--- config.mk ---
export PLATFORM = sky130hd
export DESIGN_NAME = mult_div_seq_flat
export DESIGN_NICKNAME = d
export VERILOG_FILES = /design/src/rtl/mult_div_seq_if.sv /design/src/rtl/mult_div_seq.sv /design/src/flat_wrapper.sv
export SDC_FILE = /design/constraint.sdc
export NUM_CORES = 1
export LEC_CHECK = 0
export CORE_MARGIN = 2
export CORE_UTILIZATION = 30
export DETAILED_ROUTE_END_ITERATION = 7
export GPL_ROUTABILITY_DRIVEN = 0
export SLEW_MARGIN = 25
export SYNTH_ARGS = -nofsm -noshare
export SYNTH_HDL_FRONTEND = slang
export SYNTH_SLANG_ARGS = --single-unit
--- constraint.sdc ---
create_clock -name clk -period 10.1 [get_ports clk]
set_input_delay 1.515 -clock clk [delete_from_list [all_inputs] [get_ports clk]]
set_output_delay 1.515 -clock clk [all_outputs]
set_load 0.01 [all_outputs]
--- src/rtl/mult_div_seq_if.sv ---
//------------------------------------------------------------------------------
// Module  : mult_div_seq_if
// Brief   : Command/result bundle between the control unit and mult_div_seq.
// Revision: 1.0 - initial release
//------------------------------------------------------------------------------
`default_nettype none

interface mult_div_seq_if #(
  parameter int WIDTH = 32
);
  logic [WIDTH-1:0] a_in;
  logic [WIDTH-1:0] b_in;
  logic [1:0]       div_mult_ctrl;
  logic [WIDTH-1:0] hi_out;
  logic [WIDTH-1:0] lo_out;
  logic             busy;
  logic             done;
  logic             div_zero;

  modport master (
    output a_in, b_in, div_mult_ctrl,
    input  hi_out, lo_out, busy, done, div_zero
  );

  modport slave (
    input  a_in, b_in, div_mult_ctrl,
    output hi_out, lo_out, busy, done, div_zero
  );
endinterface

`default_nettype wire

--- src/rtl/mult_div_seq.sv ---
//------------------------------------------------------------------------------
// Module  : mult_div_seq
// Brief   : Iterative signed multiply (radix-2 Booth) / divide (restoring) unit.
// Revision: 1.0 - initial release
//------------------------------------------------------------------------------
`default_nettype none

module mult_div_seq #(
  parameter int WIDTH = 32,
  parameter int CNT_W = 6
) (
  input  logic                 clk,
  input  logic                 reset,
  mult_div_seq_if.slave        bus
);

  localparam logic [1:0]       c_IDLE     = 2'd0;
  localparam logic [1:0]       c_MULT_RUN = 2'd1;
  localparam logic [1:0]       c_DIV_RUN  = 2'd2;
  localparam logic [1:0]       c_FINISH   = 2'd3;
  localparam logic [1:0]       c_CMD_IDLE = 2'b00;
  localparam logic [1:0]       c_CMD_MULT = 2'b01;
  localparam logic [1:0]       c_CMD_DIV  = 2'b10;
  localparam logic [CNT_W-1:0] c_LAST     = CNT_W'(WIDTH - 1);

  logic [1:0]       state_q, state_d;
  logic             armed_q, armed_d;
  logic [CNT_W-1:0] cnt_q;
  logic [WIDTH:0]   ph_q;      // Booth P_hi (sign-extended) / division remainder
  logic [WIDTH-1:0] pl_q;      // Booth P_lo (multiplier) / dividend-quotient
  logic             qm1_q;
  logic [WIDTH-1:0] opnd_q;    // multiplicand / |divisor|
  logic             op_div_q;
  logic             sign_a_q;
  logic             sign_b_q;
  logic [WIDTH-1:0] hi_q;
  logic [WIDTH-1:0] lo_q;
  logic             done_q;
  logic             div_zero_q;

  logic             w_cmd_mult;
  logic             w_cmd_div;
  logic             w_accept;
  logic             w_busy;
  logic             w_last;
  logic             w_b_zero;
  logic [WIDTH-1:0] w_abs_a;
  logic [WIDTH-1:0] w_abs_b;
  logic [WIDTH:0]   w_mcand_ext;
  logic [WIDTH:0]   w_booth_sum;
  logic [WIDTH:0]   w_div_shift;
  logic [WIDTH:0]   w_div_trial;
  logic [WIDTH-1:0] w_quo;
  logic [WIDTH-1:0] w_rem;

  // State register
  always_ff @(posedge clk) begin
    if (reset) begin
      state_q <= c_IDLE;
      armed_q <= 1'b1;
    end else begin
      state_q <= state_d;
      armed_q <= armed_d;
    end
  end

  // Next-state logic
  always_comb begin
    state_d = state_q;
    armed_d = armed_q;
    if (bus.div_mult_ctrl == c_CMD_IDLE) begin
      armed_d = 1'b1;
    end else if (w_accept) begin
      armed_d = 1'b0;
    end
    case (state_q)
      c_IDLE: begin
        if (w_accept && w_cmd_mult) begin
          state_d = c_MULT_RUN;
        end else if (w_accept && w_cmd_div && !w_b_zero) begin
          state_d = c_DIV_RUN;
        end
      end
      c_MULT_RUN,
      c_DIV_RUN: begin
        if (w_last) begin
          state_d = c_FINISH;
        end
      end
      c_FINISH: state_d = c_IDLE;
      default:  state_d = c_IDLE;
    endcase
  end

  // Output / control decode
  always_comb begin
    w_cmd_mult = (bus.div_mult_ctrl == c_CMD_MULT);
    w_cmd_div  = (bus.div_mult_ctrl == c_CMD_DIV);
    w_accept   = (state_q == c_IDLE) && armed_q && (w_cmd_mult || w_cmd_div);
    w_busy     = (state_q == c_MULT_RUN) || (state_q == c_DIV_RUN);
    w_last     = w_busy && (cnt_q == c_LAST);
  end

  always_comb begin
    w_b_zero    = (bus.b_in == '0);
    w_abs_a     = bus.a_in[WIDTH-1] ? -bus.a_in : bus.a_in;
    w_abs_b     = bus.b_in[WIDTH-1] ? -bus.b_in : bus.b_in;
    w_mcand_ext = {opnd_q[WIDTH-1], opnd_q};
    case ({pl_q[0], qm1_q})
      2'b01:   w_booth_sum = ph_q + w_mcand_ext;
      2'b10:   w_booth_sum = ph_q - w_mcand_ext;
      default: w_booth_sum = ph_q;
    endcase
    w_div_shift = {ph_q[WIDTH-1:0], pl_q[WIDTH-1]};
    w_div_trial = w_div_shift - {1'b0, opnd_q};
    // Quotient truncates toward zero; remainder follows the dividend's sign.
    w_quo = (sign_a_q ^ sign_b_q) ? -pl_q : pl_q;
    w_rem = sign_a_q ? -ph_q[WIDTH-1:0] : ph_q[WIDTH-1:0];
  end

  // Datapath
  always_ff @(posedge clk) begin
    if (reset) begin
      cnt_q      <= '0;
      ph_q       <= '0;
      pl_q       <= '0;
      qm1_q      <= 1'b0;
      opnd_q     <= '0;
      op_div_q   <= 1'b0;
      sign_a_q   <= 1'b0;
      sign_b_q   <= 1'b0;
      hi_q       <= '0;
      lo_q       <= '0;
      done_q     <= 1'b0;
      div_zero_q <= 1'b0;
    end else begin
      done_q     <= 1'b0;
      div_zero_q <= 1'b0;
      if (w_accept) begin
        cnt_q    <= '0;
        qm1_q    <= 1'b0;
        ph_q     <= '0;
        sign_a_q <= bus.a_in[WIDTH-1];
        sign_b_q <= bus.b_in[WIDTH-1];
        op_div_q <= w_cmd_div;
        if (w_cmd_mult) begin
          pl_q   <= bus.b_in;
          opnd_q <= bus.a_in;
        end else begin
          pl_q       <= w_abs_a;
          opnd_q     <= w_abs_b;
          div_zero_q <= w_b_zero;
        end
      end else if (state_q == c_MULT_RUN) begin
        ph_q  <= {w_booth_sum[WIDTH], w_booth_sum[WIDTH:1]};
        pl_q  <= {w_booth_sum[0], pl_q[WIDTH-1:1]};
        qm1_q <= pl_q[0];
        cnt_q <= cnt_q + CNT_W'(1);
      end else if (state_q == c_DIV_RUN) begin
        ph_q  <= w_div_trial[WIDTH] ? w_div_shift : w_div_trial;
        pl_q  <= {pl_q[WIDTH-2:0], ~w_div_trial[WIDTH]};
        cnt_q <= cnt_q + CNT_W'(1);
      end else if (state_q == c_FINISH) begin
        hi_q   <= op_div_q ? w_rem : ph_q[WIDTH-1:0];
        lo_q   <= op_div_q ? w_quo : pl_q;
        done_q <= 1'b1;
      end
    end
  end

  assign bus.hi_out   = hi_q;
  assign bus.lo_out   = lo_q;
  assign bus.busy     = w_busy;
  assign bus.done     = done_q;
  assign bus.div_zero = div_zero_q;

endmodule

`default_nettype wire
--- src/flat_wrapper.sv ---
// flat-port wrapper written by rule: the top's interface ports become plain ports
module mult_div_seq_flat 
#(
  parameter int WIDTH = 32,
  parameter int CNT_W = 6
)
  (clk, reset, bus_a_in, bus_b_in, bus_div_mult_ctrl, bus_hi_out, bus_lo_out, bus_busy, bus_done, bus_div_zero);
  mult_div_seq_if #(.WIDTH(WIDTH)) bus_i ();
  input  logic clk;
  input  logic reset;
  input wire logic [$bits(bus_i.a_in)-1:0] bus_a_in;
  input wire logic [$bits(bus_i.b_in)-1:0] bus_b_in;
  input wire logic [$bits(bus_i.div_mult_ctrl)-1:0] bus_div_mult_ctrl;
  output wire logic [$bits(bus_i.hi_out)-1:0] bus_hi_out;
  output wire logic [$bits(bus_i.lo_out)-1:0] bus_lo_out;
  output wire logic [$bits(bus_i.busy)-1:0] bus_busy;
  output wire logic [$bits(bus_i.done)-1:0] bus_done;
  output wire logic [$bits(bus_i.div_zero)-1:0] bus_div_zero;
  assign bus_i.a_in = bus_a_in;
  assign bus_i.b_in = bus_b_in;
  assign bus_i.div_mult_ctrl = bus_div_mult_ctrl;
  assign bus_hi_out = bus_i.hi_out;
  assign bus_lo_out = bus_i.lo_out;
  assign bus_busy = bus_i.busy;
  assign bus_done = bus_i.done;
  assign bus_div_zero = bus_i.div_zero;
  mult_div_seq #(.WIDTH(WIDTH), .CNT_W(CNT_W)) u_core (.clk(clk), .reset(reset), .bus(bus_i));
endmodule
* Yosys cells after proc, flatten, opt, wreduce, memory -nomap -nowiden
Cells that the tools add are included.
Word-level totals: bits in registers 176, input port bits 68, logic and storage cells 80
Cells by class: bitwise gates (word level) 5, reduce and logical (&&, ||, !) cells 21, equality and inequality tests 10, add/sub/neg operators 8, muxes and demuxes 22
Operators by type and width (count):
- 32-bit two-way mux | 11
- 32-bit negator | 4
- 33-bit two-way mux | 3
- 33-bit one-hot mux with 2 select lines | 1
- 33-bit adder | 1
- 33-bit by 32-bit subtractor with 33-bit output | 1
- 33-bit subtractor | 1
- 32-bit logical NOT | 1
- 6-bit two-way mux | 2
- 2-bit == test (second input constant) | 4
- 6-bit by 1-bit adder with 6-bit output (second input constant) | 1
- 2-bit by 1-bit == test with 1-bit output (second input constant) | 3
- 6-bit by 5-bit == test with 1-bit output (second input constant) | 1
- 1-bit logical AND | 6
- 2-bit two-way mux | 3
- 2-bit one-hot mux with 3 select lines | 1
- 2-bit OR reduction | 3
- 2-bit logical NOT | 2
- 1-bit inverter | 4
- 4-bit AND reduction | 1
- 4-bit OR reduction | 1
- 3-bit by 1-bit != test with 1-bit output (second input constant) | 1
- 3-bit nonzero test | 1
- 3-bit OR reduction | 1
- other kinds (7) | 8

* Logic depth before layout (Yosys ltp)
Gate-level depths: netlist of run 1.
word-level depth 8, depth in mapped cells 21, depth with buffers taken out 19

* Worst setup path after synthesis of run 1
No wires, ideal clock.
path type register to register, from register u_core.pl_q[31], to register u_core.ph_q[19], stages on the path, launching flop included 20, data arrival time 4.057 ns, setup slack 5.911 ns, library setup time 0.132 ns, clock period less this slack 4.189 ns, cells stage by stage dfxtp_1 -> inv_1 -> ha_1 -> fa_1 -> nand2b_1 -> a21oi_1 -> o211ai_1 -> o21ai_0 -> a41o_1 -> o21ai_1 -> o21ai_0 -> a31oi_1 -> o21ai_0 -> ha_1 -> clkbuf_1 -> buf_1 -> clkbuf_1 -> o21ai_0 -> o211ai_1 -> a21oi_1
Between the ends: word-level cells in the longest chain between the ends 4
Ends and longest elaborated chain:
- start: declaration | RTL line mult_div_seq.sv:30 | logic [WIDTH-1:0] pl_q;
- start signal: assignment | RTL line mult_div_seq.sv:147 | pl_q <= bus.b_in;
- start signal: assignment | RTL line mult_div_seq.sv:150 | pl_q <= w_abs_a;
- start signal: assignment | RTL line mult_div_seq.sv:156 | pl_q <= {w_booth_sum[0], pl_q[WIDTH-1:1]};
- 33-bit by 32-bit subtractor with 33-bit output | RTL line mult_div_seq.sv:115 | w_div_trial = w_div_shift - {1'b0, opnd_q};
- 33-bit two-way mux | RTL line mult_div_seq.sv:160 | ph_q <= w_div_trial[WIDTH] ? w_div_shift : w_div_trial;
- 33-bit two-way mux | RTL line mult_div_seq.sv:159 | end else if (state_q == c_DIV_RUN) begin
- 33-bit two-way mux | RTL line mult_div_seq.sv:154 | end else if (state_q == c_MULT_RUN) begin
- end signal: assignment | RTL line mult_div_seq.sv:155 | ph_q <= {w_booth_sum[WIDTH], w_booth_sum[WIDTH:1]};
- end signal: assignment | RTL line mult_div_seq.sv:160
- end: declaration | RTL line mult_div_seq.sv:29 | logic [WIDTH:0] ph_q;
No other way between the ends. The select of a mux whose other input is x is not followed. A chain may end at the register's enable or synchronous reset.

* Final worst setup path of run 1
from register u_core.pl_q[31], to register u_core.ph_q[8]
Same word-level chain as after synthesis.

==> results.cfg, run 1 <==
[run_status]
status = finished clean

[detailed_routing]
wire_per_inst_um = 18.0
drc = 0
drt_iter0_markers = 1104
dr.pass1.iters = 5
viasPerCell = 5.46
ant_nets = 0
route.vias.total = 14900
drt_wl_total_um = 49200

[global_route]
grt_max_degree = 122
grt_pass1_wl_um = 76700
grt_use_total_pct = 18.9
antenna_found_initial = 0
grt_remaining_overflow = 0
grt_pass1_vias = 14000

[clock_network]
cts_sinks = 176
htree_levels = 4
cts_buffer_depth = 2
cts_made_buffers = 17
cts_root_buf = clkbuf_16
cts_setup_buffers = 0
ctsHoldBuffers = 0
cts_tree = yes
clk_pin_slew_ns = 0.07
post_cts_resized = 0
clk_latency_ns = 0.45

[timing]
maxClockFrequency_ghz = 0.206
skew_ns = 0.0165
rsz0062_at_grt = false
tns_ns = 0
tightest_slew_ns = 1.01
finalCritPeriodShare_pct = 48.0
final_hold_viol_count = 0
slew_headroom_pct = 32.8
slew_violations = 0
setup_viol = 0
min_period_ns = 4.85

[setup_path]
critPathKind = flop to flop
crit_path_max_fanout = 41
crit_arrival_ns = 5.16
cp-end-kind = flop
cp-start-kind = flop
slowest_stage = buf_4
critPathMostFrequentCell = o21ai_0
slowest_delay_ns = 0.46
crit_chain = inv_1, ha_1, fa_1, nand2b_1, a21oi_1, o211ai_1, o21ai_0, a41o_1, o21ai_1, o21ai_0, a31oi_1, o21ai_0, ha_1, buf_4, mux2_2, a222oi_1, nor2_1
required_ns = 10.41

[layout]
fin_area_mm2 = 0.0173
num-nets-final = 2201
nFillCells = 5134
antennaDiodeCount = 0
areaGrowthSynthToFinish_pct = 16.1
drive_gt1_share_pct = 4.50

[synth]
mappedNetlistArea_mm2 = 0.0149
syn_nets = 2173
synth_area_leaders = dfxtp_1, ha_1, a21oi_1
syn_avg_cell_area_um2 = 7.36
synth_top_cell_area_share_pct = 23.7
synth_edf_count = 0
ys_warn_count = 0
ys_types = 81
synth_cells = 2024
synth_top_area_cell = dfxtp_1
yosys_register_bits = 176
synth-main-ff-cell = dfxtp_1
synthArstFlopShare_pct = 0
synth-seq-area-share_pct = 23.7

[pwr]
power_density_mw_per_mm2 = 346
p_leak_nw = 6.10
max-vdd-ir-drop_mv = 0.280

[place]
hpwl_um = 38000
numPortBuffers = 134
postPlaceCellArea_mm2 = 0.0167

[floorplan]
initial_core_util_pct = 30.4
die-area_mm2 = 0.0514
rows = 81
core-area_mm2 = 0.0490
num_io_pins = 135
die_w_um = 227
dieHeight_um = 227

[min_path]
hold_class = flop to flop

[run]
drv_cap = 0
registers in the layout, summed over array words and instances (netlist names):
signal / flops
u_core.bus.hi_out: 32
u_core.bus.done: 1
u_core.bus.div_zero: 1
u_core.armed_q: 1
u_core.sign_a_q: 1
u_core.pl_q: 32
u_core.qm1_q: 1
u_core.ph_q: 33
u_core.sign_b_q: 1
u_core.state_q: 2
u_core.cnt_q: 6
u_core.bus.lo_out: 32
u_core.op_div_q: 1
u_core.opnd_q: 32
worst max-delay path, delay by kind of cell (launching register included):
kind | cells | cell delay [ns]
fa+ha+maj | 3 | 0.86
compound gates | 9 | 2.24
simple gates | 2 | 0.26
mux | 1 | 0.40
flops | 1 | 0.39
buf+inv | 2 | 0.55
cells by family (layout without fill, tap and decap cells):
logic type	after synthesis	after routing	synth area share [%]
and+or+nand+nor	662	662	20.7
AOI/OAI and AO/OA	626	626	26.8
buffers and inverters	205	246	5.18
xor gates and xnor gates	199	199	11.7
DFF	176	176	23.7
adders and majority gates	81	81	6.91
muxes	75	75	5.11
through the flow:
stage	util (%)	setup slack (ns)	power [mW]	cells	hold WS, ns
floorplan	-	5.91	4.23	2024	0.448
global placement	34.1	5.41	5.20	2697	0.468
detailed placement	34.1	5.35	5.26	2697	0.478
CTS	35.3	5.32	5.96	2729	0.488
global route	35.3	4.78	6.50	2729	0.499
finish	35.3	5.25	5.99	2729	0.484
routing by layer:
metal	part of all wire (%)	global-route usage, %	vias up
met4	4.9	9.23	0
li1	-	-	7297
met5	0	0	-
met2	48	32.3	465
met1	43	23.4	7018
met3	4.5	2.44	121
cells in the mapped netlist (3+ instances only):
cell type / number
nand2_1: 241
nor2_1: 225
a21oi_1: 181
dfxtp_1: 176
o21ai_0: 153
clkbuf_1: 124
xor2_1: 103
a211oi_1: 102
xnor2_1: 96
ha_1: 79
inv_1: 67
mux2i_1: 67
nor3_1: 32
o31ai_1: 27
a21o_1: 26
nand2b_1: 26
a31oi_1: 24
o211ai_1: 24
or3_1: 22
nand3_1: 16
a311oi_1: 14
buf_1: 13
nand4_1: 13
nor2b_1: 13
or4_1: 13
o41ai_1: 9
and3_1: 8
mux2_2: 8
nor4_1: 8
and2_1: 6
a211o_1: 5
a41oi_1: 5
nand3b_1: 5
o21a_1: 5
o22ai_1: 5
a221oi_1: 4
nor4_2: 4
o21ai_1: 4
o21bai_1: 4
o221ai_1: 4
o41ai_2: 4
a2111oi_0: 3
and4_1: 3
or2_2: 3
or4_4: 3
final cells by class:
cell class | instances | area (um^2) | share of cell area [%]
tap | 664 | 831 | 4.80
multi-input combinational | 1643 | 10600 | 61.6
sequential | 176 | 3520 | 20.4
timing repair buffer | 147 | 1440 | 8.35
inverter | 67 | 251 | 1.45
clock inverter | 15 | 168 | 0.970
clock buffer | 17 | 425 | 2.46
where the power goes:
part	switching (mW)	internal, mW
sequential	0.328	0.839
combinational	2.47	1.68
clock	0.326	0.353
worst paths after layout:
check                        startpoint               endpoint  slack [ns]  cells past startpoint
setup reg to reg        u_core.pl_q[31]         u_core.ph_q[8]        5.25                     17
setup / recovery        u_core.pl_q[31]         u_core.ph_q[8]        5.25                     17
hold / removal    u_core.bus.hi_out[22]  u_core.bus.hi_out[22]        0.48                      2
hold reg to reg   u_core.bus.hi_out[22]  u_core.bus.hi_out[22]        0.48                      2
placed cells by master, fill, tap and decap left out, types with 6 or more instances in the layout:
cell and instances:
nand2_1 241, nor2_1 225, a21oi_1 181, dfxtp_1 176, o21ai_0 153, clkdlybuf4s50_1 133, xor2_1 103, a211oi_1 102
xnor2_1 96, ha_1 75, inv_1 67, mux2i_1 67, nor3_1 32, o31ai_1 27, nand2b_1 26, a21o_1 26
a31oi_1 24, o211ai_1 24, or3_1 22, clkbuf_16 17, nand3_1 16, a311oi_1 14, or4_1 13, nand4_1 13
nor2b_1 13, buf_4 12, o41ai_1 9, nor4_1 8, mux2_2 8, and3_1 7, and2_1 6
Power figures use the tool's default switching activity.
==> inputs of run 2 (changes only) <==
Clock period 10.1 ns to 4.9 ns, I/O delays scaled along.
==> results.cfg, run 2 (synthesized netlist as in run 1, its figures left out) <==
[run]
drv_cap = 0

[clock_network]
ctsHoldBuffers = 0
cts_root_buf = clkbuf_16
cts_buffer_depth = 2
clk_pin_slew_ns = 0.08
cts_sinks = 176
htree_levels = 4
cts_made_buffers = 17
cts_setup_buffers = 0
cts_tree = yes
post_cts_resized = 0
clk_latency_ns = 0.46

[timing]
slew_headroom_pct = 35.6
tightest_slew_ns = 0.963
hold_ws_ns = 0.473
tns_ns = 0
rsz0062_at_grt = false
final_hold_viol_count = 0
min_period_ns = 4.45
finalCritPeriodShare_pct = 90.8
maxClockFrequency_ghz = 0.225
setup_viol = 0
slew_violations = 0
skew_ns = 0.0212

[floorplan]
dieHeight_um = 227
num_io_pins = 135
core-area_mm2 = 0.0490
die-area_mm2 = 0.0514
die_w_um = 227
initial_core_util_pct = 30.4
rows = 81

[setup_path]
slowest_stage = nor3b_4
cp-start-kind = flop
critPathMostFrequentCell = a31oi_1
crit_chain = nor3_1, nand2_1, nor3_1, nor3b_4, a31oi_1, xnor2_1, ha_1, and4_1, a41oi_1, o221ai_1, nor2_1, o21ai_0, a221o_1, a31oi_1, xnor2_1, a31oi_1, o31ai_1
crit_arrival_ns = 4.80
slowest_delay_ns = 0.41
critPathKind = flop to flop
required_ns = 5.25
crit_path_max_fanout = 8
path_delay_family = simple AND/OR/NAND/NOR gates
cp-end-kind = flop
path_buf_inv = 0

[global_route]
grt_max_degree = 98
antenna_found_initial = 0
grt_use_total_pct = 19.1
grt_pass1_wl_um = 77300
grt_remaining_overflow = 0
grt_pass1_vias = 14100

[layout]
largest_register_ff_count = 33
nFillCells = 5134
top_register = u_core.ph_q
antennaDiodeCount = 0
instances_no_fill = 2750
final_common_cell = nand2_1
num-nets-final = 2222
drive_gt1_share_pct = 5.56
final_cell_mix = nand2_1, nor2_1, a21oi_1, dfxtp_1, o21ai_0
areaGrowthSynthToFinish_pct = 17.2

[place]
numPortBuffers = 134
hpwl_um = 38300
placedCellCount = 2718

[detailed_routing]
wire_per_inst_um = 17.8
drt_wl_total_um = 48900
drt_iter0_markers = 1043
viasPerCell = 5.35
route.vias.total = 14700
ant_nets = 0
dr.pass1.iters = 7
drc = 0

[pwr]
power_density_mw_per_mm2 = 713
p_leak_nw = 6.21
finalPower_mw = 12.5
max-vdd-ir-drop_mv = 0.649

[run_status]
status = finished clean

[min_path]
hold_class = flop to flop
## run 2: cell count changes in the layout (fill, tap and decap cells not counted), moves of 2 or more
cell      change
buf_4        +20
o21ai_0       -3
o21ai_1       +3
buf_12        +2
clkbuf_8      +2
clkinv_2      -2
## run 2: layout make-up
class                   instances  area [um^2]  share of cell area [%]
well taps                     664          831                    4.76
flip-flops and latches        176         3520                    20.2
multi-input cells            1643        10700                    61.1
clock buffers                  20          457                    2.62
repair buffers                168         1620                    9.27
clock inverters                12          116                   0.667
inverters                      67          251                    1.44
## run 2: worst reg2reg max path, stage by stage, from the launching register on
cell and delay [ns]:
dfxtp_1 0.36, nor3_1 0.35, nand2_1 0.12, nor3_1 0.30, nor3b_4 0.41, a31oi_1 0.16
xnor2_1 0.15, ha_1 0.39, and4_1 0.26, a41oi_1 0.20, o221ai_1 0.13, nor2_1 0.31
o21ai_0 0.21, a221o_1 0.41, a31oi_1 0.21, xnor2_1 0.13, a31oi_1 0.18, o31ai_1 0.08
## run 2: path summary, 6_finish.rpt
check             slack, ns             start  cells after the start         endpoint
setup / recovery       0.45  u_core.opnd_q[5]                     17  u_core.ph_q[30]
hold / removal         0.47   u_core.sign_b_q                      2  u_core.sign_b_q
setup reg to reg       0.45  u_core.opnd_q[5]                     17  u_core.ph_q[30]
hold reg to reg        0.47   u_core.sign_b_q                      2  u_core.sign_b_q
## run 2: report_power, final
part / internal, mW / switching (mW)
registers: 1.73 / 0.513
logic: 3.62 / 5.24
clock network: 0.698 / 0.655
## run 2: layer usage
metal / track usage (%) / routed length, um / vias to the layer above
met3: 2.75 / 2190 / 94
met1: 24.2 / 21600 / 6886
li1: - / - / 7333
met5: 0 / 0 / -
met4: 7.87 / 1920 / 0
met2: 32.4 / 23200 / 400
## run 2: through the flow
step / util, % / cell area, um^2 / setup WS, ns
2_1_floorplan: - / 14900 / 0.711
3_3_place_gp: 34.5 / 16900 / 0.477
3_5_place_dp: 34.5 / 16900 / 0.370
4_1_cts: 35.6 / 17400 / 0.349
5_1_grt: 35.7 / 17500 / 0.0458
6_report: 35.7 / 17500 / 0.453
